File: src/rtl/sseg_scan_driver.sv
// sseg_scan_driver: time-multiplexed driver for NUM_DIGITS common-anode
// 7-segment digits. It scans the anodes one at a time and puts an all-off
// guard gap between digits. The displayed value is double-buffered, so a
// frame is never built from a mix of old and new data.
//
// Optional build macro: SSEG_DP_EN adds a buffered decimal-point mask input
// (dp_mask) and an active-low decimal-point output (dp).
module sseg_scan_driver #(
  parameter int NUM_DIGITS   = 4,
  parameter int DRIVE_CYCLES = 50000,
  parameter int GUARD_CYCLES = 500
) (
  input  logic                    clk,
  input  logic                    rst,
  input  logic [4*NUM_DIGITS-1:0] value,
  input  logic                    load,
  input  logic                    neg,
  input  logic                    blank_lz,
  input  logic                    turbo_mode,
  input  logic                    enable,
`ifdef SSEG_DP_EN
  input  logic [NUM_DIGITS-1:0]   dp_mask,
  output logic                    dp,
`endif
  output logic [6:0]              segs,
  output logic [NUM_DIGITS-1:0]   an,
  output logic                    frame_done
);

  localparam int MAX_CYCLES = (DRIVE_CYCLES > GUARD_CYCLES) ? DRIVE_CYCLES : GUARD_CYCLES;
  localparam int CNT_W      = $clog2(MAX_CYCLES + 1);
  localparam int IDX_W      = $clog2(NUM_DIGITS);

  localparam logic [CNT_W-1:0] GUARD_LAST = CNT_W'(GUARD_CYCLES - 1);
  localparam logic [CNT_W-1:0] DRIVE_LAST = CNT_W'(DRIVE_CYCLES - 1);
  localparam logic [IDX_W-1:0] IDX_LAST   = IDX_W'(NUM_DIGITS - 1);

  localparam logic [6:0] SEG_OFF   = 7'b111_1111;
  localparam logic [6:0] SEG_MINUS = 7'b011_1111;
  localparam logic [6:0] SEG_TURBO = 7'b100_0000;

  typedef enum logic [1:0] {
    ST_OFF   = 2'd0,
    ST_GUARD = 2'd1,
    ST_DRIVE = 2'd2
  } state_t;

  // Standard active-low hex glyphs, bit6=g .. bit0=a.
  function automatic logic [6:0] hex_glyph(input logic [3:0] nib);
    logic [6:0] g;
    case (nib)
      4'h0: g = 7'b100_0000;
      4'h1: g = 7'b111_1001;
      4'h2: g = 7'b010_0100;
      4'h3: g = 7'b011_0000;
      4'h4: g = 7'b001_1001;
      4'h5: g = 7'b001_0010;
      4'h6: g = 7'b000_0010;
      4'h7: g = 7'b111_1000;
      4'h8: g = 7'b000_0000;
      4'h9: g = 7'b001_1000;
      4'hA: g = 7'b000_1000;
      4'hB: g = 7'b000_0011;
      4'hC: g = 7'b100_0110;
      4'hD: g = 7'b010_0001;
      4'hE: g = 7'b000_0110;
      default: g = 7'b000_1110;
    endcase
    return g;
  endfunction

  state_t                  state_q, state_d;
  logic [IDX_W-1:0]        idx_q, idx_d;
  logic [CNT_W-1:0]        cnt_q, cnt_d;
  logic                    frame_start;
  logic                    wrap;

  // Shadow buffer (written by load) and active buffer (what the scan shows).
  logic [4*NUM_DIGITS-1:0] shadow_val, active_val, active_val_d;
  logic                    shadow_neg, active_neg, active_neg_d;
  logic                    shadow_blz, active_blz, active_blz_d;
  logic                    pending;
  logic                    take_shadow;

  logic [3:0]              nibs [NUM_DIGITS];
  logic [NUM_DIGITS-1:0]   lz_blank;
  logic [6:0]              glyph_d;
  logic [6:0]              segs_d;
  logic [NUM_DIGITS-1:0]   an_d;

`ifdef SSEG_DP_EN
  logic [NUM_DIGITS-1:0]   shadow_dp, active_dp, active_dp_d;
  logic                    dp_d;
`endif

  // State, digit index and cycle counter register.
  // NOTE: sequential state uses non-blocking assignments only, so every
  // register samples the values from before the edge.
  always_ff @(posedge clk or posedge rst) begin
    if (rst) begin
      state_q <= ST_OFF;
      idx_q   <= '0;
      cnt_q   <= '0;
    end else begin
      state_q <= state_d;
      idx_q   <= idx_d;
      cnt_q   <= cnt_d;
    end
  end

  // Next-state logic: scan sequencing, digit advance and frame wrap.
  // NOTE: every output of this block gets a default first, so no path can
  // leave a value unassigned and infer a latch.
  always_comb begin
    state_d     = state_q;
    idx_d       = idx_q;
    cnt_d       = cnt_q + 1'b1;
    frame_start = 1'b0;
    wrap        = 1'b0;
    if (!enable) begin
      state_d = ST_OFF;
      idx_d   = '0;
      cnt_d   = '0;
    end else begin
      case (state_q)
        ST_OFF: begin
          state_d     = ST_GUARD;
          idx_d       = '0;
          cnt_d       = '0;
          frame_start = 1'b1;
        end
        ST_GUARD: begin
          if (cnt_q == GUARD_LAST) begin
            state_d = ST_DRIVE;
            cnt_d   = '0;
          end
        end
        ST_DRIVE: begin
          if (cnt_q == DRIVE_LAST) begin
            state_d = ST_GUARD;
            cnt_d   = '0;
            if (idx_q == IDX_LAST) begin
              idx_d       = '0;
              wrap        = 1'b1;
              frame_start = 1'b1;
            end else begin
              idx_d = idx_q + 1'b1;
            end
          end
        end
        default: begin
          state_d = ST_OFF;
          idx_d   = '0;
          cnt_d   = '0;
        end
      endcase
    end
  end

  // Active buffer copies the shadow only on frame start with new data waiting.
  always_comb begin
    take_shadow  = frame_start && pending;
    active_val_d = take_shadow ? shadow_val : active_val;
    active_neg_d = take_shadow ? shadow_neg : active_neg;
    active_blz_d = take_shadow ? shadow_blz : active_blz;
`ifdef SSEG_DP_EN
    active_dp_d  = take_shadow ? shadow_dp  : active_dp;
`endif
  end

  // Shadow/active buffers and the pending flag. A load on a frame-start
  // edge leaves pending set, so its data goes into the following frame.
  // NOTE: the buffers are a handful of flops, not a memory, so they get a
  // reset to the cleared state like any other register.
  always_ff @(posedge clk or posedge rst) begin
    if (rst) begin
      shadow_val <= '0;
      shadow_neg <= 1'b0;
      shadow_blz <= 1'b0;
      active_val <= '0;
      active_neg <= 1'b0;
      active_blz <= 1'b0;
      pending    <= 1'b0;
`ifdef SSEG_DP_EN
      shadow_dp  <= '0;
      active_dp  <= '0;
`endif
    end else begin
      active_val <= active_val_d;
      active_neg <= active_neg_d;
      active_blz <= active_blz_d;
`ifdef SSEG_DP_EN
      active_dp  <= active_dp_d;
`endif
      if (load) begin
        shadow_val <= value;
        shadow_neg <= neg;
        shadow_blz <= blank_lz;
`ifdef SSEG_DP_EN
        shadow_dp  <= dp_mask;
`endif
        pending    <= 1'b1;
      end else if (take_shadow) begin
        pending    <= 1'b0;
      end
    end
  end

  // Leading-zero scan from the MSD down. A minus sign takes the MSD out of the scan.
  always_comb begin
    logic above_all_zero;
    above_all_zero = 1'b1;
    lz_blank       = '0;
    for (int i = 0; i < NUM_DIGITS; i++) begin
      nibs[i] = active_val_d[4*i +: 4];
    end
    for (int i = NUM_DIGITS - 1; i >= 0; i--) begin
      if (!(i == NUM_DIGITS - 1 && active_neg_d)) begin
        lz_blank[i]    = active_blz_d && above_all_zero && (nibs[i] == 4'h0) && (i != 0);
        above_all_zero = above_all_zero && (nibs[i] == 4'h0);
      end
    end
  end

  // Glyph for the digit about to be guarded/driven, in priority order.
  always_comb begin
    if (turbo_mode) begin
      glyph_d = SEG_TURBO;
    end else if (active_neg_d && (idx_d == IDX_LAST)) begin
      glyph_d = SEG_MINUS;
    end else if (lz_blank[idx_d]) begin
      glyph_d = SEG_OFF;
    end else begin
      glyph_d = hex_glyph(nibs[idx_d]);
    end
  end

  // Output decode from the next state, so the pins change together with the state.
  always_comb begin
    an_d   = '1;
    segs_d = (state_d == ST_OFF) ? SEG_OFF : glyph_d;
    if (state_d == ST_DRIVE) begin
      an_d[idx_d] = 1'b0;
    end
`ifdef SSEG_DP_EN
    dp_d = !((state_d == ST_DRIVE) && active_dp_d[idx_d] && !turbo_mode);
`endif
  end

  // Registered pin drivers.
  always_ff @(posedge clk or posedge rst) begin
    if (rst) begin
      an         <= '1;
      segs       <= SEG_OFF;
      frame_done <= 1'b0;
`ifdef SSEG_DP_EN
      dp         <= 1'b1;
`endif
    end else begin
      an         <= an_d;
      segs       <= segs_d;
      frame_done <= wrap;
`ifdef SSEG_DP_EN
      dp         <= dp_d;
`endif
    end
  end

endmodule

File: config.mk
export PLATFORM = sky130hd
export DESIGN_NAME = sseg_scan_driver
export DESIGN_NICKNAME = d
export VERILOG_FILES = /design/src/rtl/sseg_scan_driver.sv
export SDC_FILE = /design/constraint.sdc
export NUM_CORES = 1
export LEC_CHECK = 0
export CAP_MARGIN = 5
export CORE_MARGIN = 5
export CORE_UTILIZATION = 61
export DETAILED_ROUTE_END_ITERATION = 8
export GPL_TIMING_DRIVEN = 1
export PLACE_DENSITY_LB_ADDON = 0.08
export SYNTH_ARGS = -nofsm -noshare
export SYNTH_HDL_FRONTEND = slang
export SYNTH_SLANG_ARGS = --single-unit
File: constraint.sdc
create_clock -name clk -period 9.9 [get_ports clk]
set_input_delay 1.98 -clock clk [delete_from_list [all_inputs] [get_ports clk]]
set_output_delay 1.98 -clock clk [all_outputs]
set_load 0.02 [all_outputs]
==> results of run 1 <==
==> layer usage <==
layer | wire length (µm) | track usage [%]
met1 | 3490 | 29.2
met3 | 301 | 4.54
met4 | 68 | 7.37
met5 | 0 | 0
met2 | 3480 | 33.4
==> synthesized netlist by cell type (all sizes together) (4+ instances only) <==
library cell / instances / area [µm²]
dfrtp: 58 / 1450
mux2: 32 / 364
nand2: 27 / 101
nor2: 25 / 93.8
nand3: 17 / 85.1
inv: 14 / 52.6
dfstp: 11 / 289
ha: 10 / 125
mux2i: 10 / 100
xor2: 10 / 87.6
o211ai: 9 / 72.6
nor4: 7 / 58.8
buf: 6 / 67.6
nand4: 6 / 43.8
and2: 5 / 36.3
and3: 5 / 31.3
a21o: 4 / 30.0
and4: 4 / 37.5
clkbuf: 4 / 15.0
xnor2: 4 / 35.0
==> power by group through the flow <==
stage               Clock, mW  Combinational [mW]  Sequential (mW)
global placement            0               0.142            0.339
global route            0.309               0.161            0.338
CTS                     0.296               0.145            0.335
floorplan                   0              0.0979            0.341
detailed placement          0               0.144            0.340
finish                  0.290               0.145            0.335
==> worst max-delay path by stage <==
stage | start | endpoint | slack [ns] | cells after the start
4_1_cts | enable | segs[3]$_DFF_PP1_ | 4.45 | 10
5_1_grt | enable | segs[3]$_DFF_PP1_ | 4.21 | 10
6_report | enable | segs[3]$_DFF_PP1_ | 4.40 | 10
3_3_place_gp | enable | segs[3]$_DFF_PP1_ | 4.18 | 10
2_1_floorplan | enable | segs[3]$_DFF_PP1_ | 5.34 | 11
3_5_place_dp | enable | segs[3]$_DFF_PP1_ | 4.08 | 10
==> worst max-delay path, stage by stage <==
cell	delay (ns)
clkdlybuf4s50_1	0.57
and3_1	0.29
a21o_1	0.62
mux2_2	0.42
mux2_2	0.26
a222oi_1	0.58
ha_1	0.40
nand3_1	0.11
a2111o_1	0.41
o311ai_1	0.09
==> layout make-up <==
cell class	instances	area, µm²
Fill cell	440	1620
Sequential cell	69	1740
Clock inverter	5	106
Tap cell	75	93.8
Inverter	14	52.6
Multi-Input combinational cell	227	1740
Timing Repair Buffer	35	348
Clock buffer	11	151
==> flip-flops by register name (all words and copies together) (netlist names), 2 cells and up <==
register / count
active_val: 16
cnt_q: 16
shadow_val: 16
segs: 7
an: 4
idx_q: 2
state_q: 2
==> cell families (layout without fill, tap and decap cells) <==
kind of cell,after synthesis,after routing
and+or+nand+nor,115,115
AOI/OAI and AO/OA,46,46
buffers and inverters,24,65
DFF,69,69
xor gates and xnor gates,14,14
adders and majority gates,10,10
muxes,42,42
==> metrics by stage <==
stage / util (%) / power, mW / instance area, µm² / worst slack [ns]
6_report: 72.3 / 0.769 / 4230 / 4.40
5_1_grt: 72.3 / 0.808 / 4230 / 4.21
4_1_cts: 72.3 / 0.776 / 4230 / 4.45
3_5_place_dp: 67.9 / 0.484 / 3970 / 4.08
3_3_place_gp: 67.9 / 0.480 / 3970 / 4.18
2_1_floorplan: - / 0.439 / 3610 / 5.34
==> results.yml, run 1 <==
outcome:
  status: "completed"
detailed_routing:
  first_pass_iters: 4
  drc: 0
  vias_per_cell: 5.90
  routedWlPerCell_um: 16.8
  drtIter0Drc: 120
  drt_wl_total_um: 7340
  vias: 2572
  antenna_left: 0
power:
  netSwitchingFraction_pct: 26.4
  leakagePower_nw: 1.77
  seqPwrFrac_pct: 43.5
  pwr-share-clk_pct: 37.7
  internal-power_mw: 0.567
  comb_power_share_pct: 18.8
  peakVddDrop_v: 0.000107
  power.density_nw_per_um2: 182
  p_switching_mw: 0.203
global_routing:
  grt_max_degree: 70
  grtUsageTotal_pct: 21.3
  antenna_found_initial: 0
  gr-total-overflow: 0
  grt_pass1_vias: 2618
  grt_pass1_wl_um: 12600
sta:
  fin_crit_sh_pct: 55.5
  rsz0062_at_grt: "false"
  final.setup_skew_ns: 0.00986
  fin_crit_ns: 5.50
  tns_ns: 0
  holdWs_ns: 0.482
  maxSlewViolCount: 0
  timing.final.hold_violations: 0
  max_freq_mhz: 182
  relSlewSlack_pct: 41.2
  worst_pin_slew_ns: 0.880
  setup_viol: 0
synth:
  yosys_warnings: 0
  synth_edf_count: 0
  synthesis.nets: 353
  synthAdderAreaFrac_pct: 3.47
  syn_inst: 320
  synthArstFlopShare_pct: 100
  synth.cell_area_um2: 3610
  synthSimpleGateAreaFrac_pct: 17.8
  synth_area_per_cell_um2: 11.3
  synth_xor_area_share_pct: 3.40
  synth_flop_cell: "dfrtp_1"
  ys_ff_latch: 69
  synth_compound_area_share_pct: 10.5
  synth_mux_area_share_pct: 12.9
  synth.distinct_cells: 63
  synth_top_family_by_area: "simple AND/OR/NAND/NOR gates"
  yosysSeqAreaShare_pct: 48.2
layout:
  layout_commonest_cell: "dfrtp_1"
  drive_gt1_share_pct: 19.1
  layout_common_cells: "dfrtp_1 (58), clkdlybuf4s50_1 (34), nand2_1 (27)"
  nets: 389
  antenna_cells: 0
  final_cell_count_no_fill: 436
  synthToLayoutAreaGrowth_pct: 17.1
worst_setup_path:
  path_class: "in2reg"
  r2r-start: "cnt_q[11]$_DFF_PP0_"
  startpoint_type: "primary input"
  worstRegToRegCells: 10
  endpoint_kind: "flip-flop"
  crit_required_ns: 10.15
  reg2reg_slack_ns: 5.63
  reg2reg_to: "segs[3]$_DFF_PP1_"
  path_max_fanout: 17
  critPathArrivalTime_ns: 5.74
floorplanning:
  core-area_um2: 5850
  die_area_um2: 7560
  rows: 28
  die_y_um: 86.9
  initial_core_util_pct: 61.7
  fp.dieW_um: 86.9
  io_pins: 35
hold_path:
  holdPathEnd: "cnt_q[0]$_DFF_PP0_"
  min_path_type: "reg2reg"
  hold_start: "cnt_q[0]$_DFF_PP0_"
  min_path_cells: 1
placement:
  io_buffer_count: 34
  placed_cells: 420
  place.gp.congestion: 0.845
  dpl.hpwl_um: 5300
clocking:
  cts_made_buffers: 9
  hold_buffers: 0
  post_cts_buffers: 0
  path_clk_slew_ns: 0.08
  cts_root_buffer: "clkbuf_8"
  cts.sinks: 69
  cts_max_level: 3
  clk_path_buf_depth: 2
  cts_tree: "built"
  clock_latency_ns: 0.34
  cts-resized-gates: 0
run:
  cap_violations: 0
No activity file was read; power rests on OpenSTA's default activity.
==> run 2, diff against run 1 <==
--- a/config.mk
+++ b/config.mk
@@ -7,7 +7,7 @@
 export LEC_CHECK = 0
 export CAP_MARGIN = 5
 export CORE_MARGIN = 5
-export CORE_UTILIZATION = 61
+export CORE_UTILIZATION = 57
 export DETAILED_ROUTE_END_ITERATION = 8
 export GPL_TIMING_DRIVEN = 1
 export PLACE_DENSITY_LB_ADDON = 0.08
==> constraint.sdc (replaced) <==
create_clock -name clk -period 5.5 [get_ports clk]
set_input_delay 1.1 -clock clk [delete_from_list [all_inputs] [get_ports clk]]
set_output_delay 1.1 -clock clk [all_outputs]
set_load 0.02 [all_outputs]
==> results.yml, run 2 (synthesis results as in run 1) <==
clocking:
  cts.sinks: 69
  hold_buffers: 0
  cts-resized-gates: 0
  cts_max_level: 3
  path_clk_slew_ns: 0.09
  post_cts_buffers: 0
  cts_root_buffer: "clkbuf_8"
  cts_tree: "built"
  clk_path_buf_depth: 2
  clock_latency_ns: 0.36
  cts_made_buffers: 9
detailed_routing:
  drtIter0Drc: 156
  vias: 2581
  first_pass_iters: 4
  drt_wl_total_um: 7370
  drc: 0
  vias_per_cell: 5.88
  routedWlPerCell_um: 16.8
  antenna_left: 0
global_routing:
  antenna_found_initial: 0
  grt_pass1_vias: 2538
  grtUsageTotal_pct: 20.4
  grt_pass1_wl_um: 12400
  gr-total-overflow: 0
  grt_max_degree: 37
sta:
  tns_ns: 0
  fin_crit_sh_pct: 77.5
  worst_pin_slew_ns: 0.810
  final.setup_skew_ns: 0.0117
  fin_crit_ns: 4.26
  timing.final.hold_violations: 0
  relSlewSlack_pct: 45.8
  max_freq_mhz: 234
  setup_viol: 0
  maxSlewViolCount: 0
  rsz0062_at_grt: "false"
layout:
  multi_input_area_um2: 1740
  antenna_cells: 0
  nFillCells: 498
  design_area_um2: 4230
  synthToLayoutAreaGrowth_pct: 17.0
  layout_commonest_cell: "dfrtp_1"
  layout_common_cells: "dfrtp_1 (58), clkdlybuf4s50_1 (34), nand2_1 (27)"
  reg_top3: "active_val: 16 flops, cnt_q: 16 flops, shadow_val: 16 flops"
  drive_gt1_share_pct: 19.3
  nets: 390
  seqCellArea_um2: 1740
worst_setup_path:
  reg2reg_slack_ns: 1.59
  endpoint_kind: "flip-flop"
  path_max_fanout: 7
  critPathArrivalTime_ns: 4.53
  path_class: "in2reg"
  crit_required_ns: 5.77
  r2r-start: "state_q[0]$_DFF_PP0_"
  reg2reg_to: "segs[3]$_DFF_PP1_"
  startpoint_type: "primary input"
  worstRegToRegCells: 12
placement:
  io_buffer_count: 34
  place_area_um2: 3980
  dpl.hpwl_um: 5240
  place.gp.congestion: 0.844
power:
  leakagePower_nw: 1.76
  power.density_nw_per_um2: 326
  peakVddDrop_v: 0.000212
hold_path:
  min_path_cells: 1
  holdPathEnd: "cnt_q[0]$_DFF_PP0_"
  min_path_type: "reg2reg"
  hold_start: "cnt_q[0]$_DFF_PP0_"
floorplanning:
  fp.dieW_um: 89.6
  die_y_um: 89.6
  rows: 29
  io_pins: 35
  die_area_um2: 8030
  core-area_um2: 6240
  initial_core_util_pct: 57.9
outcome:
  status: "completed"
run:
  cap_violations: 0
[run 2: per-layer routing]
layer	track usage [%]	part of all wire (%)	vias to the layer above
li1	-	-	1244
met1	29.3	48	1266
met2	30.0	45	60
met3	3.92	4.6	11
met4	9.34	1.7	0
met5	0	0	-
[run 2: report_power, final]
group | switching (mW) | internal [mW] | leakage, nW
Combinational | 0.139 | 0.123 | 0.803
Sequential | 0.0320 | 0.571 | 0.843
Clock | 0.211 | 0.303 | 0.116
[run 2: metrics by stage]
step	hold WS, ns	power (mW)	cells	worst slack [ns]	utilization (%)
floorplan	0.447	0.791	320	1.82	-
global placement	0.469	0.867	423	1.02	63.8
finish	0.480	1.38	439	1.24	67.7
detailed placement	0.468	0.871	423	0.883	63.8
global route	0.529	1.44	439	0.990	67.7
CTS	0.480	1.39	439	1.26	67.7
[run 2: area by class of cell]
| cell class | count | share of cell area (%) |
|---|---|---|
| clock buffer | 9 | 2.93 |
| clock inverter | 7 | 2.90 |
| inverter | 14 | 1.24 |
| multi-input combinational | 227 | 41.1 |
| sequential | 69 | 41.2 |
| tap | 77 | 2.28 |
| timing repair buffer | 36 | 8.41 |
[run 2: critical path, stage by stage]
cell             delay [ns]
clkdlybuf4s50_1        0.58
and3_1                 0.30
a21o_1                 0.33
mux2_2                 0.38
mux2_2                 0.27
a222oi_1               0.55
ha_1                   0.41
nand3_1                0.10
a2111o_1               0.41
o311ai_1               0.09
[run 2: worst max-delay path by stage]
stage | cells past startpoint | slack [ns] | end | from
after floorplan | 11 | 1.82 | segs[3]$_DFF_PP1_ | enable
after global placement | 10 | 1.02 | segs[3]$_DFF_PP1_ | enable
after detailed placement | 10 | 0.88 | segs[3]$_DFF_PP1_ | enable
after CTS | 10 | 1.26 | segs[3]$_DFF_PP1_ | enable
after global routing | 10 | 0.99 | segs[3]$_DFF_PP1_ | enable
final | 10 | 1.24 | segs[3]$_DFF_PP1_ | enable
==> run 3, diff against run 2 <==
==> constraint.sdc (replaced) <==
create_clock -name clk -period 4.4 [get_ports clk]
set_input_delay 0.88 -clock clk [delete_from_list [all_inputs] [get_ports clk]]
set_output_delay 0.88 -clock clk [all_outputs]
set_load 0.02 [all_outputs]
==> results.yml, run 3 (synthesis results as in run 1) <==
outcome:
  status: "completed"
detailed_routing:
  vias: 2576
  routedWlPerCell_um: 16.7
  antenna_left: 0
  drc: 0
  first_pass_iters: 5
  drt_wl_total_um: 7370
  drtIter0Drc: 160
  vias_per_cell: 5.84
power:
  peakVddDrop_v: 0.000268
  power.density_nw_per_um2: 418
  leakagePower_nw: 1.79
placement:
  place.gp.congestion: 0.892
  dpl.hpwl_um: 5390
  io_buffer_count: 34
layout:
  synthToLayoutAreaGrowth_pct: 18.2
  antenna_cells: 0
  nets: 392
  layout_common_cells: "dfrtp_1 (58), clkdlybuf4s50_1 (34), nand2_1 (27)"
  fin_util_pct: 68.4
  drive_gt1_share_pct: 19.8
  layout_commonest_cell: "dfrtp_1"
  reg_top3: "active_val: 16 flops, cnt_q: 16 flops, shadow_val: 16 flops"
worst_setup_path:
  cp_top_family: "compound AO/OA/AOI/OAI gates"
  startpoint_type: "primary input"
  crit_required_ns: 4.65
  critPathBufInv: 3
  endpoint_kind: "flip-flop"
  path_max_fanout: 8
  worst_path_most_repeated_cell: "buf_4"
  slowest_delay_ns: 0.60
  crit_path_top_delay_cell: "clkdlybuf4s50_1"
  critPathArrivalTime_ns: 4.06
  path_class: "in2reg"
  cp_cell_sequence: "clkdlybuf4s50_1, and3_1, a21o_1, buf_4, mux2_2, a222oi_1, buf_4, ha_1, nand3_1, a2111o_1, o311ai_1"
clocking:
  cts_tree: "built"
  post_cts_buffers: 0
  cts_root_buffer: "clkbuf_8"
  cts_made_buffers: 9
  clock_latency_ns: 0.35
  cts-resized-gates: 0
  clk_path_buf_depth: 2
  path_clk_slew_ns: 0.07
  hold_buffers: 0
  cts.sinks: 69
  cts_max_level: 3
floorplanning:
  rows: 29
  io_pins: 35
  die_area_um2: 8030
  die_y_um: 89.6
  fp.dieW_um: 89.6
  initial_core_util_pct: 57.9
  core-area_um2: 6240
global_routing:
  antenna_found_initial: 0
  met1_usage_pct: 29.9
  gr-total-overflow: 0
  grt_max_degree: 41
  grt.busiest_layer: "met1"
  grtUsageMet2_pct: 29.3
  grtUsageTotal_pct: 20.3
  use_met3_pct: 3.74
  grt_pass1_wl_um: 12300
  grt_pass1_vias: 2515
sta:
  max_freq_mhz: 262
  final.setup_skew_ns: 0.00683
  setup_viol: 0
  maxSlewViolCount: 0
  timing.final.hold_violations: 0
  relSlewSlack_pct: 41.6
  worst_pin_slew_ns: 0.874
  fin_crit_sh_pct: 86.6
  fin_crit_ns: 3.81
  rsz0062_at_grt: "false"
  tns_ns: 0
hold_path:
  min_path_type: "reg2reg"
run:
  cap_violations: 0
## run 3: cell types whose count changed in the layout (fill, tap and decap cells not counted), sizes merged
| cell | change |
|---|---|
| clkbuf | +1 |
| bufinv | +1 |
| clkinv | +1 |
| clkinvlp | -2 |
| inv | -1 |
| buf | +2 |
## run 3: final timing paths
path	slack, ns	to	start	depth (start not counted)
min	0.48	cnt_q[0]$_DFF_PP0_	cnt_q[0]$_DFF_PP0_	1
max in group asynchronous	2.52	segs[5]$_DFF_PP1_	rst	3
min in group asynchronous	0.93	shadow_val[5]$_DFFE_PP0P_	rst	2
max	0.59	segs[3]$_DFF_PP1_	enable	11
max reg2reg	0.78	segs[3]$_DFF_PP1_	cnt_q[11]$_DFF_PP0_	11
min reg2reg	0.48	cnt_q[0]$_DFF_PP0_	cnt_q[0]$_DFF_PP0_	1
## run 3: area by class of cell
type | count | area (µm²)
clock buffer | 10 | 138
tap | 77 | 96.3
inverter | 14 | 52.6
timing repair buffer | 38 | 370
clock inverter | 6 | 134
multi-input combinational | 227 | 1740
sequential | 69 | 1740
fill | 495 | 1970
## run 3: worst register-to-register path: stages, from the launching register on
cell and delay (ns):
dfrtp_1 0.46, nor4_4 0.43, and4_4 0.38, a21o_1 0.24, buf_4 0.22, mux2_2 0.35
a222oi_1 0.38, buf_4 0.20, ha_1 0.27, nand3_1 0.10, a2111o_1 0.41, o311ai_1 0.09
## run 3: power by group
group          internal (mW)  leakage (nW)  switching [mW]
combinational          0.157         0.813           0.176
clock                  0.449         0.136           0.245
sequential             0.714         0.843          0.0410
total                   1.32          1.79           0.462
## run 3: per-stage QoR
step                      area (µm²)  hold WS (ns)  std cells  setup WS, ns  total power [mW]
after global placement          4000         0.465        425         0.341              1.09
after global routing            4270         0.513        441         0.417              1.86
after detailed placement        4000         0.469        425         0.279              1.10
final                           4270         0.479        441         0.589              1.78
after floorplan                 3610         0.447        320         0.940             0.988
after CTS                       4270         0.480        441         0.632              1.80
## run 3: metal layers
| layer | up-vias | routed length, µm | share of wire [%] |
|---|---|---|---|
| met5 | - | 0 | 0 |
| met4 | 0 | 129 | 1.8 |
| met1 | 1266 | 3470 | 47 |
| met3 | 12 | 332 | 4.5 |
| li1 | 1247 | - | - |
| met2 | 51 | 3440 | 47 |
